==> config.mk <==
export PLATFORM = sky130hd
export DESIGN_NAME = axi_sparse_mv_ctrl_flat
export DESIGN_NICKNAME = d
export VERILOG_FILES = /design/src/rtl/axi_sparse_mv_ctrl_pkg.sv /design/src/rtl/axi_sparse_mv_ctrl_if.sv /design/src/rtl/axi_sparse_mv_ctrl_axi_lite_slave_if.sv /design/src/rtl/axi_sparse_mv_ctrl.sv /design/src/flat_wrapper.sv
export SDC_FILE = /design/constraint.sdc
export NUM_CORES = 1
export LEC_CHECK = 0
export BUFFER_PORTS_ARGS = -buffer_cell sky130_fd_sc_hd__buf_2
export CORE_UTILIZATION = 40
export DETAILED_ROUTE_END_ITERATION = 7
export SLEW_MARGIN = 20
export SYNTH_ARGS = -nofsm -noshare
export SYNTH_HDL_FRONTEND = slang
export SYNTH_SLANG_ARGS = --single-unit
==> constraint.sdc <==
create_clock -name aclk -period 13.2 [get_ports aclk]
set_clock_uncertainty 0.2 [all_clocks]
set_input_delay 1.32 -clock aclk [delete_from_list [all_inputs] [get_ports aclk]]
set_output_delay 1.32 -clock aclk [all_outputs]
set_load 0.005 [all_outputs]
==> src/rtl/axi_sparse_mv_ctrl_pkg.sv <==
// Shared definitions for the sparse MV controller: register offsets, bit positions,
// AXI response codes and the sequencer state type.
package axi_sparse_pkg;

  localparam logic [7:0] OFF_CTRL   = 8'h00;
  localparam logic [7:0] OFF_STATUS = 8'h04;
  localparam logic [7:0] OFF_CYCLES = 8'h08;
  localparam logic [7:0] OFF_INFO   = 8'h0C;
  localparam logic [7:0] OFF_X_BASE = 8'h10;

  // Word indices (byte offset >> 2); Y[i] follows X[N_LANES-1] directly.
  localparam int REG_CTRL_IDX   = int'(OFF_CTRL >> 2);
  localparam int REG_STATUS_IDX = int'(OFF_STATUS >> 2);
  localparam int REG_CYCLES_IDX = int'(OFF_CYCLES >> 2);
  localparam int REG_INFO_IDX   = int'(OFF_INFO >> 2);
  localparam int REG_X_IDX      = int'(OFF_X_BASE >> 2);

  localparam int CTRL_START_BIT   = 0;
  localparam int CTRL_IRQ_EN_BIT  = 1;
  localparam int STAT_BUSY_BIT    = 0;
  localparam int STAT_DONE_BIT    = 1;
  localparam int STAT_TIMEOUT_BIT = 2;

  localparam logic [1:0] RESP_OKAY   = 2'b00;
  localparam logic [1:0] RESP_SLVERR = 2'b10;

  typedef enum logic {
    ST_IDLE = 1'b0,
    ST_RUN  = 1'b1
  } state_t;

endpackage

==> src/rtl/axi_sparse_mv_ctrl_if.sv <==
// AXI4-Lite bundle between the PS master and the sparse MV controller.
// Every channel transfers on a cycle where valid and ready are both high; a source holds
// valid and its payload stable until that cycle, and never waits for ready before raising valid.
interface axi_sparse_mv_ctrl_if #(
  parameter int ADDR_W = 8,
  parameter int DATA_W = 32
);
  logic [ADDR_W-1:0]   awaddr;
  logic                awvalid;
  logic                awready;
  logic [DATA_W-1:0]   wdata;
  logic [DATA_W/8-1:0] wstrb;
  logic                wvalid;
  logic                wready;
  logic [1:0]          bresp;
  logic                bvalid;
  logic                bready;
  logic [ADDR_W-1:0]   araddr;
  logic                arvalid;
  logic                arready;
  logic [DATA_W-1:0]   rdata;
  logic [1:0]          rresp;
  logic                rvalid;
  logic                rready;

  modport master (
    output awaddr, awvalid, wdata, wstrb, wvalid, bready, araddr, arvalid, rready,
    input  awready, wready, bresp, bvalid, arready, rdata, rresp, rvalid
  );

  modport slave (
    input  awaddr, awvalid, wdata, wstrb, wvalid, bready, araddr, arvalid, rready,
    output awready, wready, bresp, bvalid, arready, rdata, rresp, rvalid
  );
endinterface

==> src/rtl/axi_sparse_mv_ctrl_axi_lite_slave_if.sv <==
// AXI4-Lite handshake engine: latches AW/W independently, issues one commit strobe per write
// and one lookup strobe per read, and registers the B/R responses.
module axi_lite_slave_if
  import axi_sparse_pkg::*;
#(
  parameter int ADDR_W = 8,
  parameter int DATA_W = 32
) (
  input  logic                aclk,
  input  logic                areset,
  axi_sparse_mv_ctrl_if.slave s_axi,
  output logic                o_wr_en,
  output logic [ADDR_W-1:0]   o_wr_addr,
  output logic [DATA_W-1:0]   o_wr_data,
  output logic [DATA_W/8-1:0] o_wr_strb,
  input  logic                i_wr_err,
  output logic                o_rd_en,
  output logic [ADDR_W-1:0]   o_rd_addr,
  input  logic [DATA_W-1:0]   i_rd_data,
  input  logic                i_rd_err
);

  logic                r_awready, r_aw_held, r_wready, r_w_held, r_bvalid;
  logic                r_arready, r_rvalid;
  logic [ADDR_W-1:0]   r_aw_addr;
  logic [DATA_W-1:0]   r_w_data, r_rdata;
  logic [DATA_W/8-1:0] r_w_strb;
  logic [1:0]          r_bresp, r_rresp;
  logic                w_aw_hs, w_w_hs, w_ar_hs, w_commit;

  assign w_aw_hs  = s_axi.awvalid & r_awready;
  assign w_w_hs   = s_axi.wvalid & r_wready;
  assign w_ar_hs  = s_axi.arvalid & r_arready;
  assign w_commit = r_aw_held & r_w_held;

  assign o_wr_en   = w_commit;
  assign o_wr_addr = r_aw_addr;
  assign o_wr_data = r_w_data;
  assign o_wr_strb = r_w_strb;
  assign o_rd_en   = w_ar_hs;
  assign o_rd_addr = s_axi.araddr;

  assign s_axi.awready = r_awready;
  assign s_axi.wready  = r_wready;
  assign s_axi.bvalid  = r_bvalid;
  assign s_axi.bresp   = r_bresp;
  assign s_axi.arready = r_arready;
  assign s_axi.rvalid  = r_rvalid;
  assign s_axi.rdata   = r_rdata;
  assign s_axi.rresp   = r_rresp;

  always_ff @(posedge aclk) begin
    if (areset) begin
      r_awready <= 1'b0;
      r_aw_held <= 1'b0;
      r_aw_addr <= '0;
      r_wready  <= 1'b0;
      r_w_held  <= 1'b0;
      r_w_data  <= '0;
      r_w_strb  <= '0;
      r_bvalid  <= 1'b0;
      r_bresp   <= RESP_OKAY;
      r_arready <= 1'b0;
      r_rvalid  <= 1'b0;
      r_rdata   <= '0;
      r_rresp   <= RESP_OKAY;
    end else begin
      // Readies re-open only once nothing is held and no response is pending.
      if (w_aw_hs) begin
        r_aw_held <= 1'b1;
        r_aw_addr <= s_axi.awaddr;
        r_awready <= 1'b0;
      end else if (!r_aw_held && !r_bvalid) begin
        r_awready <= 1'b1;
      end

      if (w_w_hs) begin
        r_w_held <= 1'b1;
        r_w_data <= s_axi.wdata;
        r_w_strb <= s_axi.wstrb;
        r_wready <= 1'b0;
      end else if (!r_w_held && !r_bvalid) begin
        r_wready <= 1'b1;
      end

      if (w_commit) begin
        r_aw_held <= 1'b0;
        r_w_held  <= 1'b0;
        r_bvalid  <= 1'b1;
        r_bresp   <= i_wr_err ? RESP_SLVERR : RESP_OKAY;
      end else if (r_bvalid && s_axi.bready) begin
        r_bvalid <= 1'b0;
      end

      if (w_ar_hs) begin
        r_arready <= 1'b0;
        r_rvalid  <= 1'b1;
        r_rdata   <= i_rd_data;
        r_rresp   <= i_rd_err ? RESP_SLVERR : RESP_OKAY;
      end else if (r_rvalid) begin
        if (s_axi.rready) r_rvalid <= 1'b0;
      end else begin
        r_arready <= 1'b1;
      end
    end
  end

endmodule

==> src/rtl/axi_sparse_mv_ctrl.sv <==
// Register file and run sequencer for one sparse MV core: holds X/Y vectors, issues the start
// pulse, measures latency, captures results or times out, and drives a level interrupt.
module axi_sparse_mv_ctrl
  import axi_sparse_pkg::*;
#(
  parameter int AXI_DATA_WIDTH = 32,
  parameter int AXI_ADDR_WIDTH = 8,
  parameter int N_LANES        = 4,
  parameter int X_WIDTH        = 8,
  parameter int Y_WIDTH        = 32,
  parameter int TIMEOUT_CYCLES = 1024
) (
  input  logic                       aclk,
  input  logic                       areset,
  axi_sparse_mv_ctrl_if.slave        s_axi,
  output logic                       core_start,
  output logic [N_LANES*X_WIDTH-1:0] core_x,
  input  logic                       core_done,
  input  logic [N_LANES*Y_WIDTH-1:0] core_y,
  output logic                       irq,
  output state_t                     dbg_state
);

  localparam int IDX_W = AXI_ADDR_WIDTH - 2;

  if (AXI_DATA_WIDTH != 32) begin : g_bad_data_width
    $error("AXI_DATA_WIDTH must be 32");
  end
  if ((16 + 8 * N_LANES) > (1 << AXI_ADDR_WIDTH)) begin : g_bad_addr_width
    $error("AXI_ADDR_WIDTH too small for the register map");
  end
  if (N_LANES < 1 || N_LANES > 16 || X_WIDTH < 3 || X_WIDTH > 32 || Y_WIDTH < 1 || Y_WIDTH > 32)
  begin : g_bad_lane_params
    $error("lane parameters out of range");
  end

  logic                          w_wr_en, w_wr_err, w_rd_en, w_rd_err, w_busy, w_start_req;
  logic [AXI_ADDR_WIDTH-1:0]     w_wr_addr, w_rd_addr;
  logic [AXI_DATA_WIDTH-1:0]     w_wr_data, w_rd_data;
  logic [AXI_DATA_WIDTH/8-1:0]   w_wr_strb;
  logic [IDX_W-1:0]              w_wr_idx, w_rd_idx;
  logic [X_WIDTH-1:0]            w_xmask;
  logic                          w_unused;

  state_t                        r_state;
  logic                          r_core_start, r_irq_en, r_done, r_timeout;
  logic [31:0]                   r_cycles;
  logic signed [X_WIDTH-1:0]     r_x [N_LANES];
  logic signed [Y_WIDTH-1:0]     r_y [N_LANES];

  axi_lite_slave_if #(.ADDR_W(AXI_ADDR_WIDTH), .DATA_W(AXI_DATA_WIDTH)) u_axi (
    .aclk      (aclk),
    .areset    (areset),
    .s_axi     (s_axi),
    .o_wr_en   (w_wr_en),
    .o_wr_addr (w_wr_addr),
    .o_wr_data (w_wr_data),
    .o_wr_strb (w_wr_strb),
    .i_wr_err  (w_wr_err),
    .o_rd_en   (w_rd_en),
    .o_rd_addr (w_rd_addr),
    .i_rd_data (w_rd_data),
    .i_rd_err  (w_rd_err)
  );

  assign w_wr_idx    = w_wr_addr[AXI_ADDR_WIDTH-1:2];
  assign w_rd_idx    = w_rd_addr[AXI_ADDR_WIDTH-1:2];
  assign w_busy      = (r_state == ST_RUN);
  assign w_start_req = w_wr_en && !w_busy && (w_wr_idx == IDX_W'(REG_CTRL_IDX)) &&
                       w_wr_strb[0] && w_wr_data[CTRL_START_BIT];
  assign w_unused    = ^{w_rd_en, w_wr_data, w_wr_strb, w_wr_addr[1:0], w_rd_addr[1:0]};

  assign core_start = r_core_start;
  assign irq        = r_irq_en & (r_done | r_timeout);
  assign dbg_state  = r_state;

  always_comb begin
    core_x = '0;
    for (int i = 0; i < N_LANES; i++) core_x[i*X_WIDTH +: X_WIDTH] = r_x[i];
  end

  always_comb begin
    w_xmask = '0;
    for (int b = 0; b < X_WIDTH; b++) w_xmask[b] = w_wr_strb[b / 8];
  end

  // A write to STATUS is always legal (W1C); only START and X[i] are blocked during a run.
  always_comb begin
    w_wr_err = 1'b1;
    if (w_wr_idx == IDX_W'(REG_CTRL_IDX))
      w_wr_err = w_busy & w_wr_strb[0] & w_wr_data[CTRL_START_BIT];
    else if (w_wr_idx == IDX_W'(REG_STATUS_IDX))
      w_wr_err = 1'b0;
    for (int i = 0; i < N_LANES; i++)
      if (w_wr_idx == IDX_W'(REG_X_IDX + i)) w_wr_err = w_busy;
  end

  always_comb begin
    w_rd_data = '0;
    w_rd_err  = 1'b0;
    if (w_rd_idx == IDX_W'(REG_CTRL_IDX)) begin
      w_rd_data[CTRL_IRQ_EN_BIT] = r_irq_en;
    end else if (w_rd_idx == IDX_W'(REG_STATUS_IDX)) begin
      w_rd_data[STAT_BUSY_BIT]    = w_busy;
      w_rd_data[STAT_DONE_BIT]    = r_done;
      w_rd_data[STAT_TIMEOUT_BIT] = r_timeout;
    end else if (w_rd_idx == IDX_W'(REG_CYCLES_IDX)) begin
      w_rd_data = r_cycles;
    end else if (w_rd_idx == IDX_W'(REG_INFO_IDX)) begin
      w_rd_data = {8'(X_WIDTH), 8'(Y_WIDTH), 16'(N_LANES)};
    end else begin
      w_rd_err = 1'b1;
      for (int i = 0; i < N_LANES; i++) begin
        if (w_rd_idx == IDX_W'(REG_X_IDX + i)) begin
          w_rd_data = AXI_DATA_WIDTH'(r_x[i]);
          w_rd_err  = 1'b0;
        end
        if (w_rd_idx == IDX_W'(REG_X_IDX + N_LANES + i)) begin
          w_rd_data = AXI_DATA_WIDTH'(r_y[i]);
          w_rd_err  = 1'b0;
        end
      end
    end
  end

  always_ff @(posedge aclk) begin
    if (areset) begin
      r_state      <= ST_IDLE;
      r_core_start <= 1'b0;
      r_irq_en     <= 1'b0;
      r_done       <= 1'b0;
      r_timeout    <= 1'b0;
      r_cycles     <= '0;
      for (int i = 0; i < N_LANES; i++) begin
        r_x[i] <= '0;
        r_y[i] <= '0;
      end
    end else begin
      r_core_start <= 1'b0;
      if (w_wr_en && !w_wr_err) begin
        if (w_wr_idx == IDX_W'(REG_CTRL_IDX) && w_wr_strb[0])
          r_irq_en <= w_wr_data[CTRL_IRQ_EN_BIT];
        if (w_wr_idx == IDX_W'(REG_STATUS_IDX) && w_wr_strb[0]) begin
          if (w_wr_data[STAT_DONE_BIT])    r_done    <= 1'b0;
          if (w_wr_data[STAT_TIMEOUT_BIT]) r_timeout <= 1'b0;
        end
        for (int i = 0; i < N_LANES; i++)
          if (w_wr_idx == IDX_W'(REG_X_IDX + i))
            r_x[i] <= (r_x[i] & ~w_xmask) | (w_wr_data[X_WIDTH-1:0] & w_xmask);
      end

      // Sequencer updates come last so a core_done set beats a same-cycle W1C.
      case (r_state)
        ST_IDLE: begin
          if (w_start_req) begin
            r_state      <= ST_RUN;
            r_core_start <= 1'b1;
            r_done       <= 1'b0;
            r_timeout    <= 1'b0;
            r_cycles     <= '0;
          end
        end
        ST_RUN: begin
          if (r_cycles != '1) r_cycles <= r_cycles + 32'd1;
          if (core_done) begin
            for (int i = 0; i < N_LANES; i++) r_y[i] <= core_y[i*Y_WIDTH +: Y_WIDTH];
            r_done  <= 1'b1;
            r_state <= ST_IDLE;
          end else if (r_cycles == 32'(TIMEOUT_CYCLES - 1)) begin
            r_timeout <= 1'b1;
            r_state   <= ST_IDLE;
          end
        end
      endcase
    end
  end

endmodule
==> src/flat_wrapper.sv <==
// flat-port wrapper written by rule: the top's interface ports become plain ports
module axi_sparse_mv_ctrl_flat import axi_sparse_pkg::*;
#(
  parameter int AXI_DATA_WIDTH = 32,
  parameter int AXI_ADDR_WIDTH = 8,
  parameter int N_LANES        = 4,
  parameter int X_WIDTH        = 8,
  parameter int Y_WIDTH        = 32,
  parameter int TIMEOUT_CYCLES = 1024
)
  (aclk, areset, core_start, core_x, core_done, core_y, irq, dbg_state, s_axi_awaddr, s_axi_awvalid, s_axi_wdata, s_axi_wstrb, s_axi_wvalid, s_axi_bready, s_axi_araddr, s_axi_arvalid, s_axi_rready, s_axi_awready, s_axi_wready, s_axi_bresp, s_axi_bvalid, s_axi_arready, s_axi_rdata, s_axi_rresp, s_axi_rvalid);
  axi_sparse_mv_ctrl_if s_axi_i ();
  input  logic aclk;
  input  logic areset;
  output logic core_start;
  output logic [N_LANES*X_WIDTH-1:0] core_x;
  input  logic core_done;
  input  logic [N_LANES*Y_WIDTH-1:0] core_y;
  output logic irq;
  output state_t dbg_state;
  input wire logic [$bits(s_axi_i.awaddr)-1:0] s_axi_awaddr;
  input wire logic [$bits(s_axi_i.awvalid)-1:0] s_axi_awvalid;
  input wire logic [$bits(s_axi_i.wdata)-1:0] s_axi_wdata;
  input wire logic [$bits(s_axi_i.wstrb)-1:0] s_axi_wstrb;
  input wire logic [$bits(s_axi_i.wvalid)-1:0] s_axi_wvalid;
  input wire logic [$bits(s_axi_i.bready)-1:0] s_axi_bready;
  input wire logic [$bits(s_axi_i.araddr)-1:0] s_axi_araddr;
  input wire logic [$bits(s_axi_i.arvalid)-1:0] s_axi_arvalid;
  input wire logic [$bits(s_axi_i.rready)-1:0] s_axi_rready;
  output wire logic [$bits(s_axi_i.awready)-1:0] s_axi_awready;
  output wire logic [$bits(s_axi_i.wready)-1:0] s_axi_wready;
  output wire logic [$bits(s_axi_i.bresp)-1:0] s_axi_bresp;
  output wire logic [$bits(s_axi_i.bvalid)-1:0] s_axi_bvalid;
  output wire logic [$bits(s_axi_i.arready)-1:0] s_axi_arready;
  output wire logic [$bits(s_axi_i.rdata)-1:0] s_axi_rdata;
  output wire logic [$bits(s_axi_i.rresp)-1:0] s_axi_rresp;
  output wire logic [$bits(s_axi_i.rvalid)-1:0] s_axi_rvalid;
  assign s_axi_i.awaddr = s_axi_awaddr;
  assign s_axi_i.awvalid = s_axi_awvalid;
  assign s_axi_i.wdata = s_axi_wdata;
  assign s_axi_i.wstrb = s_axi_wstrb;
  assign s_axi_i.wvalid = s_axi_wvalid;
  assign s_axi_i.bready = s_axi_bready;
  assign s_axi_i.araddr = s_axi_araddr;
  assign s_axi_i.arvalid = s_axi_arvalid;
  assign s_axi_i.rready = s_axi_rready;
  assign s_axi_awready = s_axi_i.awready;
  assign s_axi_wready = s_axi_i.wready;
  assign s_axi_bresp = s_axi_i.bresp;
  assign s_axi_bvalid = s_axi_i.bvalid;
  assign s_axi_arready = s_axi_i.arready;
  assign s_axi_rdata = s_axi_i.rdata;
  assign s_axi_rresp = s_axi_i.rresp;
  assign s_axi_rvalid = s_axi_i.rvalid;
  axi_sparse_mv_ctrl #(.AXI_DATA_WIDTH(AXI_DATA_WIDTH), .AXI_ADDR_WIDTH(AXI_ADDR_WIDTH), .N_LANES(N_LANES), .X_WIDTH(X_WIDTH), .Y_WIDTH(Y_WIDTH), .TIMEOUT_CYCLES(TIMEOUT_CYCLES)) u_core (.aclk(aclk), .areset(areset), .s_axi(s_axi_i), .core_start(core_start), .core_x(core_x), .core_done(core_done), .core_y(core_y), .irq(irq), .dbg_state(dbg_state));
endmodule
==> impl_metrics.ini <==
[power]
powerDensity_mw_per_mm2 = 124
p_leak_nw = 5.52
irDropWorstVdd_v = 0.0000941

[die]
start_util_pct = 40.7
die_h_um = 176
dieWidth_um = 176
core_area_mm2 = 0.0296
num_rows = 63
dieArea_mm2 = 0.0309
num_io_pins = 264

[setup_path]
path_class = primary input to register
start_kind = primary input
slowest_stage = nand2_1
path_max_fanout = 35
end_kind = register
cp.required_ps = 13440
cpPeakStageDelay_ps = 820
crit_chain = buf_2 > and2_0 > nand2_1 > nand2_1 > o31a_1
cpMostUsedCell = nand2_1
critPathArrivalTime_ps = 4170

[logic_synthesis]
synthCells = 1159
synth.avg_cell_area_um2 = 10.4
ys_ff_latch = 253
synth_async_sr_flop_share_pct = 0
yosysWarnings = 0
synth_area_mm2 = 0.0121
ys.flop_type = edfxtp_1
synth_seq_area_share_pct = 55.3
synth_edf_count = 160
synth.distinct_cells = 74

[timing]
tightestPinTransition_ps = 1060
clock.fmax_ghz = 0.255
rsz0062_at_grt = false
finalCriticalPeriod_ps = 3930
min_period_over_period_pct = 29.8
finalSetupTns_ps = 0
slew_headroom_pct = 28.8
hold_violations = 0
setup_violations = 0
drv_slew = 0

[layout]
fill_cells = 2834
layout_common_cells = buf_2 (230), edfxtp_1 (160), and2_1 (133), nand2_1 (119), dfxtp_1 (93)
final_common_cell = buf_2
antenna_cells = 0
layout.nets = 1538
fin_area_mm2 = 0.0144
drive_gt1_share_pct = 22.7
area_growth_pct = 19.6

[clock_tree]
cts_resized = 0
cts_inserted_buffers = 29
clock-sinks = 253
cts_tree = built
htreeDepth = 1
cts_root_buf = clkbuf_16
clk_pin_slew_worst_paths_ps = 60
cts_buffer_depth = 3
clock_latency_ps = 550
cts_setup_buffers = 0
hold_buffers = 0

[route]
vias = 9756
first_iter_violations = 767
dr.pass1.iters = 5
drc = 0
vias_per_cell = 5.54
wirelength_um = 34900
avgRoutedWirePerCell_um = 19.8
ant_nets = 0

[global_route]
grt_pass1_wl_um = 52500
grtUsageTotal_pct = 22.1
grt_max_degree = 129
grt_pass1_vias = 8998
antenna_found_initial = 1
grt_overflow = 0

[place]
hpwlAfterDp_um = 24200
io_buffers = 230
placed_area_mm2 = 0.0135
place.gp.congestion = 0.871

[job]
cap_violations = 0

[worst_hold_path]
hp-class = register to register

[status]
status = finished clean
synth_stat cells (5+ instances only):
library cell	number	area, um2
a2111o_1	7	78.8
nor2_1	42	158
o21ai_0	44	220
a22o_1	24	210
nor4_1	10	62.6
nor3_1	10	50.1
nand3_1	33	165
edfxtp_1	160	4800
a21oi_1	86	430
or4_1	6	45.0
buf_2	10	50.1
a211oi_1	25	188
o2111ai_1	5	43.8
o221ai_1	8	70.1
nand2_1	120	450
mux2i_1	13	130
o22ai_1	24	150
and3_1	5	31.3
nand2b_1	62	388
a221oi_1	6	52.6
a22oi_1	7	52.6
a2111oi_0	7	61.3
dfxtp_1	93	1860
nand4_1	13	81.3
nor3b_1	6	45.0
and2_1	133	832
inv_1	14	52.6
o31a_1	22	193
clkbuf_1	64	240
or3_1	17	106
routing by layer:
metal | vias to the layer above | global-route usage (%) | routed length, um
met5 | - | 0 | 0
met4 | 0 | 7.14 | 1090
met3 | 69 | 3.92 | 2640
met2 | 379 | 32.8 | 15200
met1 | 4638 | 32.5 | 15900
li1 | 4670 | - | -
path summary, 6_finish.rpt:
| check | slack (ps) | cells after the start | start | endpoint |
|---|---|---|---|---|
| setup / recovery | 9270 | 5 | s_axi_araddr[2] | u_core.u_axi.s_axi.rdata[11] |
| hold / removal | 260 | 2 | u_core.u_axi.o_wr_data[6] | u_core.u_axi.o_wr_data[6] |
| setup reg to reg | 10090 | 3 | u_core.dbg_state | u_core.r_y[0][30] |
| hold reg to reg | 260 | 2 | u_core.u_axi.o_wr_data[6] | u_core.u_axi.o_wr_data[6] |
kinds of logic (layout without fill, tap and decap cells):
kind of cell	Yosys count	count (layout)	synth area share (%)
buffers and inverters	97	309	3.43
other	1	2	0.0311
AO/OA/AOI/OAI	308	308	17.5
AND/OR/NAND/NOR	479	479	21.9
multiplexers	18	18	1.61
XOR/XNOR	2	2	0.145
adder cells (fa/ha/maj)	1	1	0.104
flip-flops	253	253	55.3
where the power goes:
part	switching [mW]	total, mW	leakage, nW	internal, mW
Sequential	0.0158	0.877	2.40	0.861
Combinational	0.0562	0.0950	2.64	0.0389
Clock	0.324	0.814	0.479	0.490
layout make-up:
class / instances / area [um2] / share of cell area [%]
Clock inverter: 14 / 153 / 1.06
Inverter: 14 / 52.6 / 0.364
Multi-Input combinational cell: 810 / 5010 / 34.8
Sequential cell: 253 / 6670 / 46.2
Clock buffer: 40 / 817 / 5.66
Tap cell: 390 / 488 / 3.38
Timing Repair Buffer: 241 / 1230 / 8.55
worst max-delay path: cells and delay by family:
kind | cells | cell delay, ps
buffers and inverters | 1 | 310
AOI/OAI and AO/OA | 1 | 520
and+or+nand+nor | 3 | 1980
flip-flops by register name (all words and copies together) (netlist names), 6 cells and up:
| signal | flops |
|---|---|
| u_core.u_axi.o_wr_addr | 6 |
| u_core.r_cycles | 32 |
| u_core.u_axi.s_axi.rdata | 32 |
| u_core.r_x | 32 |
| u_core.u_axi.o_wr_data | 8 |
| u_core.r_y | 128 |
per-stage QoR:
stage / setup slack (ps) / hold slack [ps] / cells / total power, mW / util, %
6_report: 9270 / 259 / 1762 / 1.79 / 48.7
5_1_grt: 9110 / 288 / 1762 / 1.84 / 48.7
4_1_cts: 9320 / 260 / 1762 / 1.80 / 48.7
3_5_place_dp: 8720 / 252 / 1708 / 0.989 / 45.4
3_3_place_gp: 8760 / 246 / 1708 / 0.987 / 45.4
2_1_floorplan: 7900 / 236 / 1160 / 0.940 / -
(Power assumes the default switching activity.)
